$ cat config.mk
export PLATFORM = sky130hd
export DESIGN_NAME = cdb_arbiter
export DESIGN_NICKNAME = d
export VERILOG_FILES = /design/src/rtl/cdb_arbiter.sv
export SDC_FILE = /design/constraint.sdc
export NUM_CORES = 1
export LEC_CHECK = 0
export ABC_CLOCK_PERIOD_IN_PS = 3200
export CAP_MARGIN = 20
export CELL_PAD_IN_SITES_DETAIL_PLACEMENT = 1
export CELL_PAD_IN_SITES_GLOBAL_PLACEMENT = 2
export CORE_MARGIN = 2
export CORE_UTILIZATION = 30
export DETAILED_ROUTE_END_ITERATION = 7
export PLACE_DENSITY_LB_ADDON = 0.25
export SKIP_CTS_REPAIR_TIMING = 1
export SLEW_MARGIN = 20
export SYNTH_ARGS = -nofsm -noshare
export SYNTH_HDL_FRONTEND = slang
export SYNTH_SLANG_ARGS = --single-unit
$ cat constraint.sdc
create_clock -name clk -period 3.2 [get_ports clk]
set_clock_uncertainty 0.2 [all_clocks]
set_input_delay 0.48 -clock clk [delete_from_list [all_inputs] [get_ports clk]]
set_output_delay 0.48 -clock clk [all_outputs]
set_load 0.01 [all_outputs]
$ cat src/rtl/cdb_arbiter.sv
// cdb_arbiter: common data bus scheduler for the out-of-order core.
// Every result producer has a one-entry holding buffer with a valid/ready
// handshake. A round-robin scheduler picks one buffered result per cycle and
// broadcasts it on registered CDB outputs. A mispredict flush empties all
// buffers. A saturating counter records cycles with two or more waiting results.
module cdb_arbiter #(
    parameter int          NUM_REQ     = 2,    // 2..4; 0 = ALU, 1 = memory unit
    parameter int          ROB_ID_W    = 5,
    parameter int          PHY_W       = 6,
    parameter int          DATA_W      = 32,
    // Reset value of contention_cnt. Keep at 0 in normal use. A value near
    // the top lets saturation be reached without 2^32 contended cycles.
    parameter logic [31:0] CNT_RST_VAL = 32'h0
) (
    input  logic                          clk,
    input  logic                          rst_n,
    input  logic                          flush,
    input  logic [NUM_REQ-1:0]            req_valid,
    output logic [NUM_REQ-1:0]            req_ready,
    input  logic [NUM_REQ*ROB_ID_W-1:0]   req_rob_id,
    input  logic [NUM_REQ*PHY_W-1:0]      req_phy_dst,
    input  logic [NUM_REQ*DATA_W-1:0]     req_data,
    output logic                          cdb_valid,
    output logic [ROB_ID_W-1:0]           cdb_rob_id,
    output logic [PHY_W-1:0]              cdb_phy_dst,
    output logic [DATA_W-1:0]             cdb_data,
    output logic [$clog2(NUM_REQ)-1:0]    cdb_src,
    output logic [31:0]                   contention_cnt
);

    localparam int SRC_W = $clog2(NUM_REQ);

    // Holding buffers, one entry per requester
    logic [NUM_REQ-1:0]  buf_valid;
    logic [ROB_ID_W-1:0] buf_rob_id  [NUM_REQ];
    logic [PHY_W-1:0]    buf_phy_dst [NUM_REQ];
    logic [DATA_W-1:0]   buf_data    [NUM_REQ];

    // Round-robin pointer: highest-priority requester for the next grant
    logic [SRC_W-1:0]    rr_ptr;
    logic [SRC_W-1:0]    rr_next;

    // Arbitration results
    logic                grant_found;
    logic [SRC_W-1:0]    grant_idx;
    logic [NUM_REQ-1:0]  grant_vec;

    // Number of occupied buffers, for contention accounting
    logic [2:0]          n_valid;
    logic                contended;

    // Round-robin search starting at rr_ptr; first valid buffer wins
    always_comb begin
        int               pos;
        logic [SRC_W-1:0] idx;
        grant_found = 1'b0;
        grant_idx   = '0;
        grant_vec   = '0;
        pos         = 0;
        idx         = '0;
        for (int k = 0; k < NUM_REQ; k++) begin
            pos = (int'(rr_ptr) + k) % NUM_REQ;
            idx = SRC_W'(pos);
            if (!grant_found && buf_valid[idx]) begin
                grant_found = 1'b1;
                grant_idx   = idx;
            end
        end
        if (grant_found) begin
            grant_vec[grant_idx] = 1'b1;
        end
    end

    // Pointer moves to the requester just after the one granted (wraps)
    always_comb begin
        rr_next = rr_ptr;
        if (grant_found) begin
            if (int'(grant_idx) == NUM_REQ - 1) begin
                rr_next = '0;
            end else begin
                rr_next = grant_idx + SRC_W'(1);
            end
        end
    end

    // Buffer can take a new entry when empty or being drained this cycle
    always_comb begin
        req_ready = '0;
        for (int i = 0; i < NUM_REQ; i++) begin
            req_ready[i] = !flush && (!buf_valid[i] || grant_vec[i]);
        end
    end

    // Count occupied buffers to detect contention
    always_comb begin
        n_valid = '0;
        for (int i = 0; i < NUM_REQ; i++) begin
            n_valid = n_valid + {2'b00, buf_valid[i]};
        end
        contended = (n_valid >= 3'd2);
    end

    // Holding buffers: accept takes precedence over drain on the same entry
    always_ff @(posedge clk) begin
        if (!rst_n) begin
            buf_valid <= '0;
            for (int i = 0; i < NUM_REQ; i++) begin
                buf_rob_id[i]  <= '0;
                buf_phy_dst[i] <= '0;
                buf_data[i]    <= '0;
            end
        end else if (flush) begin
            buf_valid <= '0;
        end else begin
            for (int i = 0; i < NUM_REQ; i++) begin
                if (req_valid[i] && req_ready[i]) begin
                    buf_valid[i]   <= 1'b1;
                    buf_rob_id[i]  <= req_rob_id[i*ROB_ID_W +: ROB_ID_W];
                    buf_phy_dst[i] <= req_phy_dst[i*PHY_W +: PHY_W];
                    buf_data[i]    <= req_data[i*DATA_W +: DATA_W];
                end else if (grant_vec[i]) begin
                    buf_valid[i]   <= 1'b0;
                end
            end
        end
    end

    // Registered CDB broadcast; payload fields hold when nothing is granted
    always_ff @(posedge clk) begin
        if (!rst_n) begin
            cdb_valid   <= 1'b0;
            cdb_rob_id  <= '0;
            cdb_phy_dst <= '0;
            cdb_data    <= '0;
            cdb_src     <= '0;
        end else if (flush) begin
            cdb_valid   <= 1'b0;
        end else begin
            cdb_valid <= grant_found;
            if (grant_found) begin
                cdb_rob_id  <= buf_rob_id[grant_idx];
                cdb_phy_dst <= buf_phy_dst[grant_idx];
                cdb_data    <= buf_data[grant_idx];
                cdb_src     <= grant_idx;
            end
        end
    end

    // Round-robin pointer; a flush leaves it where it was
    always_ff @(posedge clk) begin
        if (!rst_n) begin
            rr_ptr <= '0;
        end else if (!flush) begin
            rr_ptr <= rr_next;
        end
    end

    // Saturating contention counter; flush cycles are not counted
    always_ff @(posedge clk) begin
        if (!rst_n) begin
            contention_cnt <= CNT_RST_VAL;
        end else if (!flush && contended && (contention_cnt != 32'hFFFF_FFFF)) begin
            contention_cnt <= contention_cnt + 32'd1;
        end
    end

endmodule

# After elaboration in Yosys (flattened, before gate mapping)
# Memory sizes are Yosys's and may differ from the RTL's. A register that Yosys moved wholly into a read port is not among the register bits.
# Index checks and enable logic that the tools add are counted.
[word_totals]
word_cells = 79
input_bits = 91
n_memories = 3
ramBits = 86
out_inout_bits = 79
reg_bits = 37
[classes]
n_reduce_logical = 21
eq_ne = 1
bitwise = 8
add_sub_neg = 4
muxes = 31
n_lt_le_gt_ge = 5
[mem_list]
columns = ["name", "depth", "width", "read_ports", "rd_ports_with_merged_regs", "write_ports", "line_no", "text"]
rows = [
  ["buf_data", 2, 32, 1, 1, 2, "37", "logic [DATA_W-1:0] buf_data [NUM_REQ];"],
  ["buf_phy_dst", 2, 6, 1, 1, 2, "36", "logic [PHY_W-1:0] buf_phy_dst [NUM_REQ];"],
  ["buf_rob_id", 2, 5, 1, 1, 2, "35", "logic [ROB_ID_W-1:0] buf_rob_id [NUM_REQ];"],
]
[ops]
columns = ["cell", "count"]
rows = [
  ["$mux 32", 2],
  ["$add 32x1->32 const B", 1],
  ["$ne 32x32->1 const B", 1],
  ["$mux 1", 23],
  ["$mux 6", 2],
  ["$mux 5", 2],
  ["$logic_and 1x1->1", 8],
  ["$logic_not 1->1", 7],
  ["$lt 1x2->1 const B", 3],
  ["$or 1x1->1", 6],
  ["$reduce_bool 2->1", 2],
  ["$add 1x1->1 const B", 2],
  ["$add 1x1->2", 1],
  ["$ge 2x2->1 const B", 1],
  ["$logic_or 1x1->1", 2],
  ["$mux 2", 1],
  ["$not 1->1", 2],
  ["$reduce_and 2->1", 1],
  ["$reduce_or 2->1", 1],
  ["$demux 1 s1", 1],
  ["$ge 1x1->1 const B", 1],
]

# Logic depth before layout (Yosys ltp)
[logic_depth]
depth_word = 19
ltp_mapped = 8
ltp_nobuf = 6

# Worst setup path after synthesis
# Ideal clock, no wire load.
[synth_path]
kind = "register to register"
startpoint = "reg buf_valid[1]"
endpoint = "mem buf_data[1][0], enable pin"
t_arrival_ns = 1.824
path_slack_ns = 0.775
required_time_ns = 2.599
setup_ns = 0.401
n_path_buf = 1
period_less_slack_ns = 2.425
stages_incl_launch_ff = 6
cell_sequence = "dfxtp_1 -> buf_2 -> and3b_1 -> nor2_1 -> nand2_1 -> nand2_1"
[synth_lines]
columns = ["item", "line_no", "text"]
rows = [
  ["from (decl)", "34", "logic [NUM_REQ-1:0] buf_valid;"],
  ["from (signal assigned)", "106", "buf_valid <= '0;"],
  ["from (signal assigned)", "113", "buf_valid <= '0;"],
  ["from (signal, indexed assignment)", "117", "buf_valid[i] <= 1'b1;"],
  ["to (decl)", "37", ""],
]

# Worst setup path in the final report
[layout_path]
startpoint = "in flush"
endpoint = "out req_ready[0]"
[layout_between]
elab_chain_cells = 2
[layout_lines]
columns = ["item", "line_no", "text"]
rows = [
  ["from (decl)", "17", "input logic flush,"],
  ["$logic_not 1->1", "90", "req_ready[i] = !flush && (!buf_valid[i] || grant_vec[i]);"],
  ["$logic_and 1x1->1", "90", ""],
  ["to (decl)", "19", "output logic [NUM_REQ-1:0] req_ready,"],
]
# No other way between the ends.

==> implementation parameters <==
Parameter                              Value

Outcome
  Status    finished clean

Logic synthesis
  Sequential area share after synthesis    64.16%
  Ys Warns    0
  Leading area contributor after synthesis    sky130_fd_sc_hd__edfxtp_1
  Primary flip-flop cell chosen by synthesis mapping    sky130_fd_sc_hd__edfxtp_1
  Post-synth EDFFs    86
  Share of the synthesized area in the top cell type    39.60%
  Async SR Flop Fraction    0%
  Post-synthesis instance area    6521 µm²
  Commonest cells in the netlist    sky130_fd_sc_hd__and2_1 (88), sky130_fd_sc_hd__edfxtp_1 (86), sky130_fd_sc_hd__dfxtp_1 (80), sky130_fd_sc_hd__nor2_1 (59), sky130_fd_sc_hd__a222oi_1 (43)
  Post-synthesis cell count    549
  Yosys reg bits    166
  Most instantiated library cell after synthesis    sky130_fd_sc_hd__and2_1
  Average footprint of a synthesized cell    11.88 µm²
  Mapped Nets    641
  Synth top area cells    sky130_fd_sc_hd__edfxtp_1 (40%), sky130_fd_sc_hd__dfxtp_1 (25%), sky130_fd_sc_hd__and2_1 (8.4%)
  Count of different cell masters after synthesis    44

Power
  Pwr/cell area    517.9 nW/µm²
  Internal power consumption    3.643 mW
  Leakage power    3.204 nW
  Switch Pwr    1.108 mW
  Switching power share of the total    23.33%
  Final total power    4.751 mW
  Part of the power in registers    50.4%
  Clock network power share    42.4%
  Largest voltage drop on the vdd net    0.0002985 V
  Share of power burned in combinational logic    7.2%

Routing
  Starting DRT DRC Count    265
  Wire per inst    18.38 µm
  WL final    18470 µm
  Antenna violation net count after detailed routing    0
  DR pass1 iterations    8
  # DRC    0
  Number of vias per cell after detailed routing    5.039
  DR vias    5064

Die
  Die boundary width    151.4 µm
  Initial standard-cell utilization of the core    30.83%
  # rows    53
  Total Die Area    22930 µm²
  Die Y    151.4 µm
  I/O pin cnt    170
  Area inside the core boundary    21150 µm²

Timing
  Share of the cycle needed by the critical path after routing    80.64%
  Maximum clock rate    0.3875 GHz
  Setup repair after global routing missed its margin    false
  Clock period minus final worst setup slack    2.580 ns
  Slew of the pin with the lowest slew margin    0.7851 ns
  Number of setup violations in the final report    0
  Number of max-slew violations in the final report    0
  Post-layout worst setup margin    0.6197 ns
  Slew HR    47.46%
  Final count of hold timing violations    0
  Setup_tns    0 ns
  Worst hold slack across all endpoints    0.3079 ns

Hold path
  Class of the worst hold path    reg2reg
  Critical hold path startpoint    cdb_rob_id[1]

Job
  Max_cap viols    0

Clock network
  CTS H-tree lvls    4
  Clk sinks    166
  Deepest clock path buffer count    2
  Reg clk slew, reported paths    0.07 ns
  Clock tree from TritonCTS    done
  Num CTS Buffers    17
  Insertion delay to the later sink of the worst-skew pair    0.42 ns
  Clock tree root buffer cell    sky130_fd_sc_hd__clkbuf_16

Global route
  Via count of the first global-routing pass    5385
  Global-route total usage across every layer    16.52%
  Pin count of the biggest net entering global routing    87
  First-pass GRT wire length    28710 µm
  Initial antenna violation count    1
  Global-route congestion overflow total    0

Critical path
  Setup slack on the worst flop-to-flop path    0.66 ns
  Timing startpoint of the critical path    flush
  Critical path class    in2out
  Highest cell delay on the worst timing path    0.60 ns
  Cells along the critical path    clkdlybuf4s50_1 -> buf_4 -> a31oi_1 -> clkdlybuf4s50_1
  Cell with the most instances on the worst path    sky130_fd_sc_hd__clkdlybuf4s50_1
  Slowest library cell on the worst path    sky130_fd_sc_hd__clkdlybuf4s50_1
  Maximum net fanout on the critical path    4
  Crit path arrival time    1.90 ns
  Reg-to-reg startpoint    contention_cnt[13]
  Crit end category    output port
  Worst path required time    2.52 ns
  Type of origin of the critical path    input port

Final layout
  Number of fillers in the final layout    2239
  Post-route design area    9175 µm²
  Count of inserted antenna diode cells    0
  Utilization of the core after routing    43.37%
  Final std cells w/o fill    1005
  Layout Nets    809
  Area growth syn-to-layout    40.69%
  Layout cell share with drive strength beyond 1    8.082%

Placed design
  Post-place setup slack    0.3305 ns
  GP Congestion    0.7649
  Post-detail-place hpwl    12570 µm
  Quantity of I/O buffers inserted on ports    169
  Total placed instance area    8587 µm²
  Number of placed instances, taps included    973
[power by group through the flow]
stage	Clock, mW	Sequential (mW)	Combinational (mW)
5_1_grt	2.16	2.40	0.374
4_1_cts	2.07	2.39	0.350
2_1_floorplan	0	2.44	0.124
6_report	2.02	2.39	0.342
3_5_place_dp	0	2.44	0.350
3_3_place_gp	0	2.43	0.342
[worst max-delay path: cells and delay by family]
family,cells,cell delay [ns]
buffers and inverters,3,1.17
AO/OA/AOI/OAI,1,0.24
[path summary, 6_finish.rpt]
check                                    endpoint  cells after the start
worst min-delay path                cdb_rob_id[1]                      2
worst min register to register      cdb_rob_id[1]                      2
worst max register to register  contention_cnt[6]                      5
worst max-delay path                 req_ready[0]                      4
[layout make-up]
cell class | count | area [µm²] | share of cell area [%]
Sequential cell | 166 | 4184 | 45.60
Multi-Input combinational cell | 343 | 2218 | 24.18
Timing Repair Buffer | 182 | 1814 | 19.77
Clock buffer | 17 | 425.4 | 4.637
Tap cell | 275 | 344.1 | 3.750
Clock inverter | 15 | 162.7 | 1.773
Inverter | 7 | 26.28 | 0.2864
[registers in the layout, summed over array words and instances (netlist names)]
register	flops
cdb_rob_id	5
buf_valid	2
rr_ptr	1
buf_phy_dst	12
buf_rob_id	10
cdb_phy_dst	6
buf_data	64
contention_cnt	32
cdb_valid	1
cdb_src	1
cdb_data	32
[cells in the final DEF, fill, tap and decap left out, types with 16 or more instances in the layout]
master and n:
sky130_fd_sc_hd__a21oi_1 24, sky130_fd_sc_hd__a222oi_1 43, sky130_fd_sc_hd__and2_1 88, sky130_fd_sc_hd__clkbuf_16 17, sky130_fd_sc_hd__clkdlybuf4s50_1 169, sky130_fd_sc_hd__dfxtp_1 80, sky130_fd_sc_hd__edfxtp_1 86, sky130_fd_sc_hd__nand2_1 17
sky130_fd_sc_hd__nor2_1 59, sky130_fd_sc_hd__o21ai_0 16, sky130_fd_sc_hd__or3_1 16
[cell families after synthesis]
kind of cell,Yosys count,share of synthesized area [%]
and+or+nand+nor,233,19.95
DFF,166,64.16
AOI/OAI and AO/OA,100,12.01
buffers and inverters,40,2.437
xor gates and xnor gates,7,0.9402
muxes,2,0.3070
adders and majority gates,1,0.1918
[routing by layer]
layer  up-vias  wire, µm  track usage [%]
met3        11      1196            5.090
met5         -        11                0
met1      2508      7902            20.45
met2       146      9208            28.01
li1       2397         -                -
met4         2       147            4.299
No activity file was read; power rests on OpenSTA's default activity.
